===== src/rtl/shift_unit_arbiter.sv =====
// Two-port round-robin front end for a shared SRL/SRA shifter.
// Operands are registered before the shifter, and results are registered before they return to the owning port.
module shift_unit_arbiter #(
    parameter int DATA_W  = 32,
    parameter int SHAMT_W = 5,
    parameter int CNT_W   = 16
) (
    input  logic              clk,
    input  logic              rst_n,
    input  logic              req_valid_0,
    input  logic              req_valid_1,
    output logic              req_ready_0,
    output logic              req_ready_1,
    input  logic [DATA_W-1:0] req_a_0,
    input  logic [DATA_W-1:0] req_a_1,
    input  logic [DATA_W-1:0] req_b_0,
    input  logic [DATA_W-1:0] req_b_1,
    input  logic              req_sel_0,
    input  logic              req_sel_1,
    output logic              rsp_valid_0,
    output logic              rsp_valid_1,
    input  logic              rsp_ready_0,
    input  logic              rsp_ready_1,
    output logic [DATA_W-1:0] rsp_data,
    output logic [DATA_W-1:0] sh_a,
    output logic [DATA_W-1:0] sh_b,
    output logic              sh_sel,
    input  logic [DATA_W-1:0] sh_result,
    output logic [CNT_W-1:0]  grant_cnt_0,
    output logic [CNT_W-1:0]  grant_cnt_1
);

    logic               s1_v_q, s1_v_d;
    logic               s1_own_q, s1_own_d;
    logic [DATA_W-1:0]  s1_a_q, s1_a_d;
    logic [SHAMT_W-1:0] s1_b_q, s1_b_d;
    logic               s1_sel_q, s1_sel_d;
    logic               s2_v_q, s2_v_d;
    logic               s2_own_q, s2_own_d;
    logic [DATA_W-1:0]  s2_data_q, s2_data_d;
    logic               rr_ptr_q, rr_ptr_d;
    logic [CNT_W-1:0]   cnt_0_q, cnt_0_d;
    logic [CNT_W-1:0]   cnt_1_q, cnt_1_d;

    logic s2_free, s1_move, s1_free, gnt, accept;

    // Only the low shift-amount bits of B reach the shifter.
    logic unused_b_hi;
    assign unused_b_hi = ^{req_b_0[DATA_W-1:SHAMT_W], req_b_1[DATA_W-1:SHAMT_W]};

    always_comb begin
        s2_free = !s2_v_q || (s2_own_q ? rsp_ready_1 : rsp_ready_0);
        s1_move = s1_v_q && s2_free;
        s1_free = !s1_v_q || s1_move;
        gnt     = (req_valid_0 && req_valid_1) ? rr_ptr_q : req_valid_1;
        // Ready is forced low while reset is held, even though s1 reads as free.
        accept  = rst_n && s1_free && (req_valid_0 || req_valid_1);

        req_ready_0 = accept && !gnt;
        req_ready_1 = accept && gnt;

        s1_v_d    = s1_v_q;
        s1_own_d  = s1_own_q;
        s1_a_d    = s1_a_q;
        s1_b_d    = s1_b_q;
        s1_sel_d  = s1_sel_q;
        s2_v_d    = s2_v_q;
        s2_own_d  = s2_own_q;
        s2_data_d = s2_data_q;
        rr_ptr_d  = rr_ptr_q;
        cnt_0_d   = cnt_0_q;
        cnt_1_d   = cnt_1_q;

        if (s1_move) begin
            s2_v_d    = 1'b1;
            s2_own_d  = s1_own_q;
            s2_data_d = sh_result;
        end else if (s2_free) begin
            s2_v_d = 1'b0;
        end

        if (accept) begin
            s1_v_d   = 1'b1;
            s1_own_d = gnt;
            s1_a_d   = gnt ? req_a_1 : req_a_0;
            s1_b_d   = gnt ? req_b_1[SHAMT_W-1:0] : req_b_0[SHAMT_W-1:0];
            s1_sel_d = gnt ? req_sel_1 : req_sel_0;
            rr_ptr_d = !gnt;
            if (!gnt && cnt_0_q != '1) cnt_0_d = cnt_0_q + CNT_W'(1);
            if (gnt && cnt_1_q != '1) cnt_1_d = cnt_1_q + CNT_W'(1);
        end else if (s1_move) begin
            s1_v_d = 1'b0;
        end
    end

    always_ff @(posedge clk or negedge rst_n) begin
        if (!rst_n) begin
            s1_v_q    <= 1'b0;
            s1_own_q  <= 1'b0;
            s1_a_q    <= '0;
            s1_b_q    <= '0;
            s1_sel_q  <= 1'b0;
            s2_v_q    <= 1'b0;
            s2_own_q  <= 1'b0;
            s2_data_q <= '0;
            rr_ptr_q  <= 1'b0;
            cnt_0_q   <= '0;
            cnt_1_q   <= '0;
        end else begin
            s1_v_q    <= s1_v_d;
            s1_own_q  <= s1_own_d;
            s1_a_q    <= s1_a_d;
            s1_b_q    <= s1_b_d;
            s1_sel_q  <= s1_sel_d;
            s2_v_q    <= s2_v_d;
            s2_own_q  <= s2_own_d;
            s2_data_q <= s2_data_d;
            rr_ptr_q  <= rr_ptr_d;
            cnt_0_q   <= cnt_0_d;
            cnt_1_q   <= cnt_1_d;
        end
    end

    assign rsp_valid_0 = s2_v_q && !s2_own_q;
    assign rsp_valid_1 = s2_v_q && s2_own_q;
    assign rsp_data    = s2_data_q;
    assign sh_a        = s1_a_q;
    assign sh_b        = {{(DATA_W-SHAMT_W){1'b0}}, s1_b_q};
    assign sh_sel      = s1_sel_q;
    assign grant_cnt_0 = cnt_0_q;
    assign grant_cnt_1 = cnt_1_q;

endmodule


===== config.mk =====
export PLATFORM = sky130hd
export DESIGN_NAME = shift_unit_arbiter
export DESIGN_NICKNAME = d
export VERILOG_FILES = /design/src/rtl/shift_unit_arbiter.sv
export SDC_FILE = /design/constraint.sdc
export NUM_CORES = 1
export LEC_CHECK = 0
export BUFFER_PORTS_ARGS = -buffer_cell sky130_fd_sc_hd__buf_2
export CAP_MARGIN = 5
export CORE_ASPECT_RATIO = 0.9
export CORE_MARGIN = 5
export CORE_UTILIZATION = 35
export CTS_CLUSTER_DIAMETER = 80
export DETAILED_ROUTE_END_ITERATION = 6
export PLACE_DENSITY_LB_ADDON = 0.25
export SLEW_MARGIN = 10
export SYNTH_ARGS = -nofsm -noshare
export SYNTH_HDL_FRONTEND = slang
export SYNTH_SLANG_ARGS = --single-unit

===== constraint.sdc =====
create_clock -name clk -period 1.8 [get_ports clk]
set_input_delay 0.36 -clock clk [delete_from_list [all_inputs] [get_ports clk]]
set_output_delay 0.36 -clock clk [all_outputs]
set_load 0.005 [all_outputs]

==> run metrics, run 1 <==
status=complete, but fails checks; failing checks=design-rule violations, negative setup slack; most used cell, CP=buf_6; cell area after synthesis=4690 sq um; RePlAce Congestion=0.776; Longest Clk Path Bufs=2; Reg-to-Reg End=grant_cnt_1[15]$_DFFE_PN0P_; routed len/inst=around 15 um; Worst path max stage delay=420 ps; H-tree lvl count=3; Worst Setup EP=req_ready_1; Starting Density=35.4%; Yosys cell types=32; crit path max fanout=3; critical path startpoint=s2_own_q$_DFFE_PN0P_; max_slew headroom=49.9%; worst path cell trace=mux2i_4 > a311oi_4 > buf_6 > buf_6 > buf_6; Total Routing Usage GR=15.1%; hold crit path type=input port to asynchronous set/reset pin; vias in the first global route=4003; CP arrival=1670 ps; first-pass GRT wire length=19600 um; Die Width=132 um; Layout Nets=825; # placed instances=800; Data required, critical path=1440 ps; Total Wirelength=about 13000 um; Num CTS Buffers=9; # IOs=301; cell count after synthesis=390; leakage=0.00363 uW; Setup WS pre-CTS=-152 ps; Worst setup SP type=flip-flop; Cell Rows=40; Power Density=1200 nW/um^2; Internal=5640 uW; DR vias=3920; sequential power share=44.1%; Post-Route Skew=a little under 8 ps; antenna-violating nets left=0; Pre-antenna DRT Iters=7; ant diodes=0; CP endpoint kind=output pin; Die Area=15800 sq um; GRT overflow=0; IO Port Bufs=219; sequential area share after synthesis=a little under three fifths; share of cells above drive strength 1=between 50% and 60%; final worst slack=-230 ps; post-layout util=51.1%; Clock Sinks=around 110; Clk network pwr share=about 22%; Sw Share=30.3%; Final period util=113%; core box area=13300 sq um; clock latency on the worst-skew pair=340 ps; Ys Warns=0; Die Span Y=approximately 120 um; Final Hold Viols=0; Post-Layout Cell Count=around 830; Post-Syn Area per Cell=~12 sq um; Crit Reg-Reg Startpoint=s2_own_q$_DFFE_PN0P_; flops & latches, synth=107; Max-Cap Viols=0; Top delay family on crit path=flip-flops; Syn-to-layout area delta=44.5%; combinational share of power=roughly a third; post-route cell area=6780 sq um; initial antenna violation count=0; setup TNS=-2330 ps; Final Setup Violations=32; unrepaired setup endpoints after global routing=yes; actual slew at the worst max-slew pin=between 700 and 800 ps; reg2reg path depth=6; CTS Root Cell=clkbuf_16; # DRC=17; DR iter-0 viols=250; CTS tree=done; Reg clk slew, reported paths=70 ps; r2r setup slk=-230 ps; worst path bufs/invs=3; Slew Viols, Final=0; slowest cell on the critical path=dfrtp_1; largest net degree at the start of global routing=just over 60; switching power=between 2000 and 2500 uW; Vias/cell=4.74; fmax=493 MHz; min cycle time layout=2030 ps; Max VDD drop=0.836 mV; WP depth=5; kind of critical path=flip-flop to output pin; placed instance area=6160 sq um; DP HPWL=9210 um
-- placed cells by master (no fill, tap or decap), drive strengths merged --
master       netlist  routed
nand2b             3       3
nand3             10      10
mux2i              1       1
inv               45      45
conb               1      27
nor2b              3       3
or4                1       1
clkbuf            12      11
mux2              35      35
buf               32     271
xnor2             12      12
o21ai              2       2
or3                1       1
nor3               7       7
and2               4       4
o2111ai            1       1
a21oi              2       2
o211ai             1       1
a222oi            38      38
nor2              14      14
and4               3       3
nor4               2       2
ha                 2       2
a311oi             2       2
clkinv             0       4
dfrtp            107     107
nand4              9       9
and3               2       2
nand2             21      21
xor2              17      17
dlygate4sd3        0       1
-- worst min path at each step --
stage | startpoint | cells past startpoint | endpoint | slack, ps
after detailed placement | rst_n | 2 | rr_ptr_q$_DFFE_PN0P_ | 260
final | rst_n | 2 | grant_cnt_0[13]$_DFFE_PN0P_ | 120
after floorplan | rst_n | 0 | grant_cnt_0[0]$_DFFE_PN0P_ | 60
after global placement | rst_n | 2 | rr_ptr_q$_DFFE_PN0P_ | 260
after CTS | rst_n | 2 | grant_cnt_0[14]$_DFFE_PN0P_ | 130
after global routing | rst_n | 2 | grant_cnt_1[6]$_DFFE_PN0P_ | 170
-- sequential cells by signal (all words and copies together), names as in the netlist --
name and count:
rsp_data 32, sh_a 32, grant_cnt_0 16, grant_cnt_1 16
s1_b_q 5, rr_ptr_q 1, s1_own_q 1, s1_v_q 1
s2_own_q 1, s2_v_q 1, sh_sel 1
-- metrics by stage --
step                total power, uW  hold slack (ps)
CTS                            8150              129
floorplan                      4850             64.4
finish                         8100              120
detailed placement             6240              258
global placement               6160              257
global route                   8690              174
-- synthesized netlist by cell type (all sizes together) --
master	number	share of area, %
and4	3	0.56
xor2	17	3.2
dfrtp	107	57
nand4	9	1.2
mux2	35	8.4
mux2i	1	0.21
xnor2	12	2.2
a21oi	2	0.21
and3	2	0.27
inv	45	3.6
and2	4	0.53
o211ai	1	0.16
nor2	14	1.1
nand3	10	1.1
a311oi	2	1.1
or3	1	0.13
conb	1	0.080
nor4	2	0.53
or4	1	0.16
nor2b	3	0.40
nor3	7	0.75
o21ai	2	0.29
clkbuf	12	0.96
a222oi	38	8.1
nand2	21	1.7
ha	2	0.53
buf	32	4.9
o2111ai	1	0.19
nand2b	3	0.40
-- kinds of logic (layout without fill, tap and decap cells) --
family                   after synthesis  after routing  share of synthesized area (%)
AO/OA/AOI/OAI                         46             46                           10.1
XOR/XNOR                              29             29                           5.41
adder cells (fa/ha/maj)                2              2                          0.533
buffers and inverters                 89            332                           9.41
flip-flops                           107            107                           57.1
multiplexers                          36             36                           8.61
other                                  1             27                         0.0799
AND/OR/NAND/NOR                       80             80                           8.80
-- area by class of cell --
class | count | area (sq um)
Clock buffer | 11 | 243
Clock inverter | 4 | 27.5
Fill cell | 1234 | 6480
Inverter | 45 | 169
Multi-Input combinational cell | 220 | 1860
Sequential cell | 107 | 2680
Tap cell | 168 | 210
Timing Repair Buffer | 272 | 1590
-- power by group through the flow --
| stage | registers (uW) | logic (uW) | clock network, uW |
|---|---|---|---|
| 2_1_floorplan | 3710 | 1140 | 0 |
| 3_3_place_gp | 3580 | 2580 | 0 |
| 3_5_place_dp | 3600 | 2640 | 0 |
| 4_1_cts | 3580 | 2670 | 1900 |
| 5_1_grt | 3690 | 3010 | 1990 |
| 6_report | 3580 | 2710 | 1810 |
-- timing repair --
action,in CTS,in global routing
setup buffers,5,6
endpoints found under the setup margin,89,97
resized for setup,13,45
pin swaps,3,55
hold buffers,1,0
endpoints found under the hold margin,1,0
-- routing by layer --
metal / GRT usage [%] / up-vias / routed length, um
met5: 0 / - / 0
met4: 4.56 / 0 / 188
met3: 7.12 / 16 / 1390
met2: 25.2 / 180 / 6180
met1: 17.4 / 1869 / 4750
li1: - / 1855 / -
Note: power is estimated with default switching activity, not from simulation.
==> inputs of run 2 (changes only) <==
- CORE_ASPECT_RATIO: 0.9 -> 0.5
==> run metrics, run 2 (synthesis results as in run 1) <==
status=complete, but fails checks; failing checks=negative setup slack; Tot Pwr=8310 uW (+2.6%); # DRC=0 (-17); core box area=12900 sq um (-2.9%); Final Hold Viols=0 (unchanged); max_slew headroom=53.3% (+3.4 points); Max-Cap Viols=0 (unchanged); routed len/inst=14.8 um (-1.8%); Cell Rows=29 (-28%); Starting Density=36.4% (+1.0 points); Clock Sinks=107 (unchanged); CP arrival=1590 ps (-80 ps); Final Setup Violations=16 (-50%); Data required, critical path=1440 ps (about the same); initial antenna violation count=0 (unchanged); leakage=0.00357 uW (-1.7%); fmax=513 MHz (+4.1%); Longest Clk Path Bufs=2 (unchanged); share of cells above drive strength 1=50.7% (-2.3 points); Top delay family on crit path=flip-flops; hold crit path type=input port to asynchronous set/reset pin; H-tree lvl count=3 (unchanged); Die Area=16000 sq um (+0.87%); Post-Layout Cell Count=825 (-0.24%); Slew Viols, Final=0 (unchanged); slowest cell on the critical path=dfrtp_1; DP HPWL=9260 um (+0.49%); CP endpoint kind=output pin; Max VDD drop=0.592 mV (-29%); CTS tree=done; Final period util=108% (-4.4 points); vias in the first global route=3829 (-4.3%); # placed instances=804 (+0.50%); Layout Nets=820 (-0.61%); Die Span Y=91.9 um (-23%); GRT overflow=0 (unchanged); min cycle time layout=1950 ps (-79.6 ps); Total Wirelength=12200 um (-2.1%); Vias/cell=4.71 (-0.65%); most common cell after layout, fill and taps aside=buf_2; Pre-antenna DRT Iters=7 (unchanged); antenna-violating nets left=0 (unchanged); clock latency on the worst-skew pair=330 ps (about the same); crit path max fanout=8 (+5); largest net degree at the start of global routing=56 (-9.7%); first-pass GRT wire length=19500 um (-0.60%); worst path cell trace=mux2i_2 > a311oi_4 > buf_6 > buf_2; Worst setup SP type=flip-flop; CTS Root Cell=clkbuf_16; final worst slack=-150 ps (+79.6 ps); most frequent cells in the layout=218 x buf_2, 107 x dfrtp_1, 45 x inv_1; Num CTS Buffers=9 (unchanged); kind of critical path=flip-flop to output pin; Syn-to-layout area delta=41.6%; Total Routing Usage GR=14.7% (-0.40 points); Die Width=174 um (+32%); Worst path max stage delay=400 ps (-20 ps); Post-Route Skew=6.43 ps (-1.27 ps); Reg clk slew, reported paths=70 ps (about the same); Power Density=1250 nW/um^2 (+4.6%); unrepaired setup endpoints after global routing=yes; Setup WS pre-CTS=-83.0 ps (+69.4 ps); IO Port Bufs=219 (unchanged); # IOs=301 (unchanged); DR iter-0 viols=302 (+21%); actual slew at the worst max-slew pin=701 ps (-50.8 ps); RePlAce Congestion=0.793 (+2.2%); DR vias=3885 (-0.89%); worst path bufs/invs=2 (-1); ant diodes=0 (unchanged)
run 2: final timing paths:
path                       slack, ps                    endpoint  cells after the start                  from
setup / recovery                -150                 req_ready_0                      4  s2_own_q$_DFFE_PN0P_
hold / removal                   170        s1_own_q$_DFFE_PN0P_                      2                 rst_n
hold reg to reg                  500        sh_a[30]$_DFFE_PN0P_                      2  sh_a[30]$_DFFE_PN0P_
min in group clk                 240        sh_a[11]$_DFFE_PN0P_                      3           req_a_0[11]
setup reg to reg                -100  grant_cnt_0[8]$_DFFE_PN0P_                      8  s2_own_q$_DFFE_PN0P_
max in group asynchronous        470     rsp_data[5]$_DFFE_PN0P_                      3                 rst_n
run 2: cell type report:
class	instances	area, sq um
tap	170	213
timing repair buffer	267	1500
clock buffer	12	256
inverter	45	169
multi-input combinational	220	1760
fill	1201	6240
sequential	107	2680
clock inverter	4	72.6
run 2: metrics by stage:
step	hold WS, ps	cell area [sq um]	setup TNS, ps	util (%)
2_1_floorplan	64.4	4790	-32.5	-
3_3_place_gp	286	6180	-1220	48.0
3_5_place_dp	286	6180	-1230	48.0
4_1_cts	184	6570	-1660	51.0
5_1_grt	219	6650	-6200	51.6
6_report	172	6650	-670	51.6
run 2: power by group:
group,leakage (uW),switching (uW),internal (uW)
Clock,0.000159,838,1290
Combinational,0.00210,1170,1470
Sequential,0.00131,389,3150
Total,0.00357,2400,5910
run 2: layer usage:
layer | share of wire, % | up-vias | track usage, %
met5 | 0 | - | 0
met4 | 0.71 | 0 | 2.57
met3 | 6.8 | 6 | 4.68
met2 | 54 | 126 | 27.7
met1 | 39 | 1901 | 16.8
li1 | - | 1852 | -
run 2: what timing repair did:
action                                  in CTS  in global routing
resized for setup                            6                 13
buffers inserted                             3                  1
hold endpoints to repair                     3                  0
hold buffers                                 1                  0
endpoints found under the setup margin      30                 66
pin swaps                                    5                  6
